[src/rtl/matmul_pkg.sv]
// Shared types for the matmul datapath: collector FSM states and index sizing.
// No logic of its own; zero latency, no backpressure.
package matmul_pkg;

  typedef enum logic [1:0] {
    ST_IDLE  = 2'd0,
    ST_FILL  = 2'd1,
    ST_WRITE = 2'd2,
    ST_DONE  = 2'd3
  } rc_state_t;

  localparam int DEFAULT_WIDTH = 32;

  function automatic int idx_len(input int n);
    return $clog2(n);
  endfunction

endpackage

[src/rtl/rc_index_counter.sv]
// Row-major row/col counter pair for an n x n walk, with a last-element flag.
// Advances one step per inc; clr and reset win over inc; never stalls.
module rc_index_counter
  import matmul_pkg::*;
#(
  parameter  int n     = 8,
  localparam int N_LEN = idx_len(n)
) (
  input  logic           clk,
  input  logic           rst_n,
  input  logic           clr,
  input  logic           inc,
  output logic [N_LEN:0] row,
  output logic [N_LEN:0] col,
  output logic           last
);

  localparam logic [N_LEN:0] LAST_IDX = (N_LEN + 1)'(n - 1);

  always_ff @(posedge clk) begin
    if (!rst_n || clr) begin
      row <= '0;
      col <= '0;
    end else if (inc) begin
      if (col == LAST_IDX) begin
        col <= '0;
        row <= (row == LAST_IDX) ? '0 : row + 1'b1;
      end else begin
        col <= col + 1'b1;
      end
    end
  end

  assign last = (row == LAST_IDX) && (col == LAST_IDX);

endmodule

[src/rtl/result_collector.sv]
// Gathers a row-major n x n element stream into registers, then holds it for the writer.
// Read port is combinational; in_ready is high only while filling (one element per cycle).
module result_collector
  import matmul_pkg::*;
#(
  parameter  int n     = 8,
  parameter  int WIDTH = DEFAULT_WIDTH,
  localparam int N_LEN = idx_len(n)
) (
  input  logic               clk,
  input  logic               rst_n,
  input  logic               start,
  input  logic               in_valid,
  output logic               in_ready,
  input  logic [WIDTH-1:0]   in_data,
  output logic               wr_start,
  input  logic [N_LEN:0]     wr_i,
  input  logic [N_LEN:0]     wr_j,
  output logic [WIDTH-1:0]   wr_value,
  input  logic               wr_done,
  output logic               done,
  output logic [2*N_LEN:0]   fill_count
);

  localparam int                 MEM_AW = $clog2(n * n);
  localparam int                 FC_W   = 2 * N_LEN + 1;
  localparam logic [N_LEN:0]     N_IDX  = (N_LEN + 1)'(n);
  localparam logic [FC_W-1:0]    FULL   = FC_W'(n * n);
  localparam logic [MEM_AW-1:0]  N_MUL  = MEM_AW'(n);

  rc_state_t state, state_nxt;

  logic [N_LEN:0]  row, col;
  logic            last;
  logic            accept;
  logic            clr;
  logic [MEM_AW-1:0] wr_addr, rd_addr;
  logic            rd_in_range;

  logic [WIDTH-1:0] mem [n * n];

  assign accept = in_valid && in_ready;
  assign clr    = start && ((state == ST_IDLE) || (state == ST_DONE));

  rc_index_counter #(.n(n)) u_idx (
    .clk   (clk),
    .rst_n (rst_n),
    .clr   (clr),
    .inc   (accept),
    .row   (row),
    .col   (col),
    .last  (last)
  );

  always_ff @(posedge clk) begin
    if (!rst_n) state <= ST_IDLE;
    else        state <= state_nxt;
  end

  always_comb begin
    state_nxt = state;
    case (state)
      ST_IDLE:  if (start)           state_nxt = ST_FILL;
      ST_FILL:  if (accept && last)  state_nxt = ST_WRITE;
      ST_WRITE: if (wr_done)         state_nxt = ST_DONE;
      ST_DONE:  if (start)           state_nxt = ST_FILL;
      default:                       state_nxt = ST_IDLE;
    endcase
  end

  always_comb begin
    in_ready = 1'b0;
    wr_start = 1'b0;
    done     = 1'b0;
    case (state)
      ST_FILL:  in_ready = 1'b1;
      ST_WRITE: wr_start = 1'b1;
      ST_DONE:  done     = 1'b1;
      default:  ;
    endcase
  end

  always_ff @(posedge clk) begin
    if (!rst_n || clr)                 fill_count <= '0;
    else if (accept && fill_count != FULL) fill_count <= fill_count + 1'b1;
  end

  // Storage is deliberately left uncleared by reset; only the write is gated.
  assign wr_addr = MEM_AW'(row) * N_MUL + MEM_AW'(col);

  always_ff @(posedge clk) begin
    if (rst_n && accept) mem[wr_addr] <= in_data;
  end

  assign rd_in_range = (wr_i < N_IDX) && (wr_j < N_IDX);
  assign rd_addr     = MEM_AW'(wr_i) * N_MUL + MEM_AW'(wr_j);
  assign wr_value    = rd_in_range ? mem[rd_addr] : '0;

endmodule

[config.mk]
export PLATFORM = sky130hd
export DESIGN_NAME = result_collector
export DESIGN_NICKNAME = d
export VERILOG_FILES = /design/src/rtl/matmul_pkg.sv /design/src/rtl/rc_index_counter.sv /design/src/rtl/result_collector.sv
export SDC_FILE = /design/constraint.sdc
export NUM_CORES = 2
export LEC_CHECK = 0
export ABC_AREA = 1
export BUFFER_PORTS_ARGS = -buffer_cell sky130_fd_sc_hd__buf_2
export CORE_MARGIN = 8
export CORE_UTILIZATION = 30
export DETAILED_ROUTE_END_ITERATION = 16
export GPL_TIMING_DRIVEN = 0
export PLACE_DENSITY_LB_ADDON = 0.05
export SYNTH_ARGS = -nofsm -noshare
export SYNTH_HDL_FRONTEND = slang
export SYNTH_HIERARCHICAL = 1
export SYNTH_SLANG_ARGS = --single-unit
[constraint.sdc]
create_clock -name clk -period 3 [get_ports clk]
set_input_delay 0.3 -clock clk [delete_from_list [all_inputs] [get_ports clk]]
set_output_delay 0.3 -clock clk [all_outputs]
set_load 0.005 [all_outputs]
; ---- After elaboration in Yosys (flattened, before gate mapping)
; Memory sizes are Yosys's and may differ from the RTL's.
; Cells that the tools add are included.
; Widths: inputs -> output; s select.
[word_totals]
register_bits = 17
latch_bits = 0
mem_bits_rw = 2048
romBits = 0
inputBits = 45
out_inout_bits = 42
wordCells = 47
mem_count = 1
[mem_list]
columns = memory, depth, width, rd, rd_clocked_by_memory_dff, wr, line
row1 = mem, 64, 32, 1, 0, 1, result_collector.sv:40  ; logic [WIDTH-1:0] mem [n * n];
[classes]
n_addsub = 5
multipliers = 0
n_div = 0
magnitude_cmp = 2
eq_ne = 9
shift = 0
muxes = 12
bitwise_logic = 0
reduce_logical = 14
[ops]
columns = op, count
row1 = $mux 32, 1
row2 = $add 6x4->6, 2
row3 = $add 4x1->4 const B, 2
row4 = $eq 4x3->1 const B, 2
row5 = $lt 4x4->1 const B, 2
row6 = $mux 4, 2
row7 = $add 7x1->7 const B, 1
row8 = $logic_and 1x1->1, 7
row9 = $ne 7x7->1 const B, 1
row10 = $mux 2, 3
row11 = $pmux 2 s3, 1
row12 = $mux 1, 5
row13 = $eq 2x2->1 const B, 2
row14 = $ne 2x2->1 const B, 2
row15 = $reduce_and 3->1, 1
row16 = $eq 2x1->1 const B, 1
row17 = $logic_not 2->1, 1
row18 = $logic_or 1x1->1, 2
row19 = $ne 2x1->1 const B, 1
row20 = $reduce_and 2->1, 1
row21 = $reduce_or 2->1, 1
row22 = $logic_not 1->1, 1

; ---- Logic depth before layout (Yosys ltp)
[logic_depth]
ltp_word = 6
depth_mapped = 14
depth_no_buf = 11

; ---- Hierarchy
; The synthesis kept the hierarchy.
[by_module_without_submodules]
columns = module, instances, cells_each, area_each_um2, seq_area_each_um2
row1 = result_collector, 1, 6869, 82831.9, 61679.2
row2 = rc_index_counter, 1, 63, 429.2, 160.2

; ---- Least setup slack after synthesis
; OpenSTA, ideal clock, no wires.
[synth_path]
kind = register to register
startpoint = register u_idx.col[3]
endpoint = memory mem[0][0] (netlist bit) (enable)
setup_time_ns = 0.421
arrival_time_ns = 2.713
required_time_ns = 2.579
slack_ns = -0.134
path_stages_with_launch = 6
n_path_buf = 0
period_less_slack_ns = 3.134
cell_sequence = dfxtp_1 -> ha_1 -> ha_1 -> xnor2_1 -> nand3_1 -> nor2_1
[synth_via]
elab_chain_cells = 1
[synth_rtl]
columns = element, line
row1 = "start, declared", rc_index_counter.sv:14  ; output logic [N_LEN:0] col,
row2 = "start signal, assigned", rc_index_counter.sv:29  ; col <= col + 1'b1;
row3 = $add 6x4->6, result_collector.sv:89  ; assign wr_addr = MEM_AW'(row) * N_MUL + MEM_AW'(col);
row4 = "end, declared", result_collector.sv:40
; No other way between the ends.

; ---- Final worst setup path
[layout_path]
startpoint = register state[0]
endpoint = memory mem[27][28] (netlist bit) (enable)
[layout_via]
elab_chain_cells = 6
[layout_rtl]
columns = element, line
row1 = "start, declared", result_collector.sv:31  ; rc_state_t state, state_nxt;
row2 = "start signal, assigned", result_collector.sv:57  ; else state <= state_nxt;
row3 = $eq 2x1->1, result_collector.sv:75  ; case (state)
row4 = $mux 1, result_collector.sv:75
row5 = $logic_and 1x1->1, result_collector.sv:42  ; assign accept = in_valid && in_ready;
row6 = $logic_and 1x1->1, result_collector.sv:92  ; if (rst_n && accept) mem[wr_addr] <= in_data;
row7 = $mux 1, result_collector.sv:92
row8 = $mux 1 (implied by the code), result_collector.sv:92
; No other way between the ends.

==> flow_metrics.py <==
metrics = {
    "synthesis": {
        "synth.top_cell.area_share_pct": 73.86,
        "avgSynthCellArea_um2": 12.01,
        "yosys.area.top_type": "edfxtp_1",
        "muxShareOfSynthArea_pct": 0,
        "ys_seq_area_share_pct": 74.27,
        "synth_area_um2": 83260,
        "syn_inst": 6932,
        "synthAdderAreaFrac_pct": 0.1653,
        "ys_seq_elements": 2065,
        "yosys-top-cells-area": "edfxtp_1 (74%), nand3_1 (11%), nand2_1 (10%)",
        "synth_top_family_by_area": "simple AND/OR/NAND/NOR gates",
        "synth_compound_area_share_pct": 0.6251,
        "synth_warnings": 6,
        "synth-simple-area-share_pct": 22.00,
        "synthesis.nets": 6988,
        "synth_cell_types": 31,
        "synth-xor-area-share_pct": 0.04208,
    },
    "clocking": {
        "cts_buffers": 236,
        "h-tree-depth": 4,
        "cts_tree": "done",
        "clk_pin_slew_worst_paths_ns": 0.06,
        "clock_latency_ns": 0.91,
        "cts_root_buf": "clkbuf_16",
        "clk_path_buf_depth": 4,
        "cts.sinks": 2065,
    },
    "worst_hold_path": {
        "worstHoldPathType": "in2reg",
    },
    "sta": {
        "period_minus_slack_ns": 3.159,
        "finalClockSkew_ns": 0.05997,
        "timing.fmax_ghz": 0.3166,
        "max-slew-margin-rel_pct": 6.956,
        "slew_viol_final": 0,
        "min_period_over_period_pct": 105.3,
        "whs_ns": 0.01543,
        "setup_ws_ns": -0.1589,
        "max_slew.worst_pin.slew_ns": 1.396,
        "rsz0062_at_grt": "true",
        "tns_ns": -9.630,
        "finalSetupViolCount": 180,
        "hold_viol": 0,
    },
    "setup_path": {
        "start_kind": "flip-flop",
        "reg2reg_depth": 8,
        "timing.reg2reg.setup_slack_ns": -0.16,
        "cpMaxStageDelayCell": "nand3_2",
        "crit_chain": "ha_1 > nand2_1 > nor2_2 > nand3_2 > nor2_4 > buf_12 > buf_12 > buf_12",
        "endpoint_kind": "flip-flop",
        "cp.required_ns": 3.55,
        "worstReg2RegEnd": "mem[27][28]$_DFFE_PP_",
        "cp.arrival_ns": 3.71,
        "path_common_cell": "buf_12",
        "r2r-start": "state[0]$_SDFFE_PN0P_",
        "startpoint": "state[0]$_SDFFE_PN0P_",
        "cp_max_fo": 12,
        "crit_type": "reg2reg",
        "crit_path_end": "mem[27][28]$_DFFE_PP_",
        "cp_slowest_stage_delay_ns": 0.61,
    },
    "cells_and_area": {
        "drive_above_1_share_pct": 16.47,
        "seq_area_um2": 61840,
        "mostFrequentLayoutCells": "nand2_1 (2247), edfxtp_1 (2048), nand3_1 (1752)",
        "fillCellCount": 26850,
        "multi_input_area_um2": 20150,
        "fin_area_um2": 102700,
        "final_common_cell": "nand2_1",
        "area_delta_synth_final_pct": 23.37,
        "nets": 7606,
    },
    "placement": {
        "dp_hpwl_um": 283600,
        "gp_congestion": 0.8563,
        "numPortBuffers": 83,
        "placed_area_um2": 92570,
    },
    "drt": {
        "viasPerCell": 5.257,
        "drtIter0Drc": 6990,
        "drt-total-wl_um": 400700,
        "detail-route-antenna-nets": 0,
        "drc": 0,
        "dr.pass1.iters": 6,
        "vias": 60210,
        "wl_per_cell_um": 34.98,
    },
    "global_route": {
        "grt_start_max_net_pins": 65,
        "antenna_found_initial": 28,
        "grt_pass1_vias": 55790,
        "grt_pass1_wl_um": 526900,
        "grt_usage_pct": 26.36,
        "grt_overflow": 0,
    },
    "outcome": {
        "violations": "setup timing",
        "outcome": "finished, violations left",
    },
    "die": {
        "rows": 193,
        "io_pins": 87,
        "die_w_um": 542.8,
        "start_util_pct": 30.14,
        "core_um2": 276300,
        "dieHeight_um": 542.8,
        "dieArea_um2": 294600,
    },
    "power_and_ir_drop": {
        "power_density_nw_per_um2": 641.4,
        "total_power_uw": 65880,
        "total_leakage_power_uw": 0.03637,
        "max-vdd-ir-drop_mv": 0.4631,
    },
    "flow_run": {
        "maxCapViolations": 0,
    },
}
metrics by stage:
step	cells	util, %	setup WS, ns
floorplan	6932	-	-0.1339
global placement	10720	31.97	-4.806
detailed placement	10890	33.51	-2.375
CTS	11410	36.96	-0.4398
global route	11440	37.17	-0.2441
finish	11450	37.18	-0.1589
worst max-delay path, delay by kind of cell, from the launching register on:
family / cells / cell delay, ns
AND/OR/NAND/NOR: 4 / 1.56
buffers and inverters: 3 / 0.54
flip-flops: 1 / 0.39
adder cells (fa/ha/maj): 1 / 0.24
flip-flops by register name, summed over array words and instances, names as in the netlist:
signal	flops
u_idx/row	4
fill_count	7
u_idx/col	4
mem	2048
state	2
how the worst min path moves through the flow:
| stage | from | to | slack (ns) | cells after the start |
|---|---|---|---|---|
| finish | in_data[0] | mem[4][0]$_DFFE_PP_ | 0.02 | 1 |
| detailed placement | fill_count[6]$_SDFFE_PP0P_ | fill_count[6]$_SDFFE_PP0P_ | 0.49 | 2 |
| global placement | fill_count[6]$_SDFFE_PP0P_ | fill_count[6]$_SDFFE_PP0P_ | 0.48 | 2 |
| global route | in_data[13] | mem[41][13]$_DFFE_PP_ | 0.03 | 1 |
| CTS | in_data[30] | mem[62][30]$_DFFE_PP_ | 0.003 | 1 |
| floorplan | in_data[0] | mem[0][0]$_DFFE_PP_ | 0.40 | 0 |
area by class of cell:
class | count | area share (%)
Timing Repair Buffer | 381 | 5.438
Tap cell | 3705 | 4.513
Clock inverter | 116 | 1.035
Sequential cell | 2065 | 60.20
Clock buffer | 308 | 6.101
Multi-Input combinational cell | 4380 | 19.62
Buffer | 446 | 2.910
Inverter | 40 | 0.1510
Antenna cell | 13 | 0.03167
synth_stat cells (all sizes together):
cell type and count:
nand2 2272, edfxtp 2048, nand3 1800, buf 377
nor2 186, clkbuf 70, inv 40, a21oi 37
o21ai 37, dfxtp 17, o22ai 16, ha 11
nor3 8, a31oi 3, a211oi 2, nor3b 2
xnor2 2, xor2 2, o21bai 1, o221ai 1
routing by layer:
metal / GRT usage, % / vias to the layer above / wire (um)
met1: 36.75 / 31240 / 173700
met3: 3.774 / 548 / 26220
met2: 42.17 / 2502 / 184000
met4: 9.093 / 4 / 16700
li1: - / 25920 / -
met5: 0 / - / 32
report_power, final:
part / switching, uW / total, uW / internal (uW)
sequential: 35.3 / 31800 / 31800
combinational: 4450 / 5850 / 1410
clock: 12300 / 28200 / 15900
total: 16800 / 65900 / 49100
cells by family after synthesis:
group                    after synthesis
AO/OA/AOI/OAI                         97
XOR/XNOR                               4
adder cells (fa/ha/maj)               11
buffers and inverters                487
flip-flops                          2065
AND/OR/NAND/NOR                     4268
repair_timing:
action                                  4_1_cts  5_1_grt
endpoints found under the hold margin       644        0
endpoints found under the setup margin     1928     1929
pin swaps                                    38       19
setup buffers                                64       36
resized for setup                           450       36
hold buffers                                 32        0
Power figures use the tool's default switching activity.
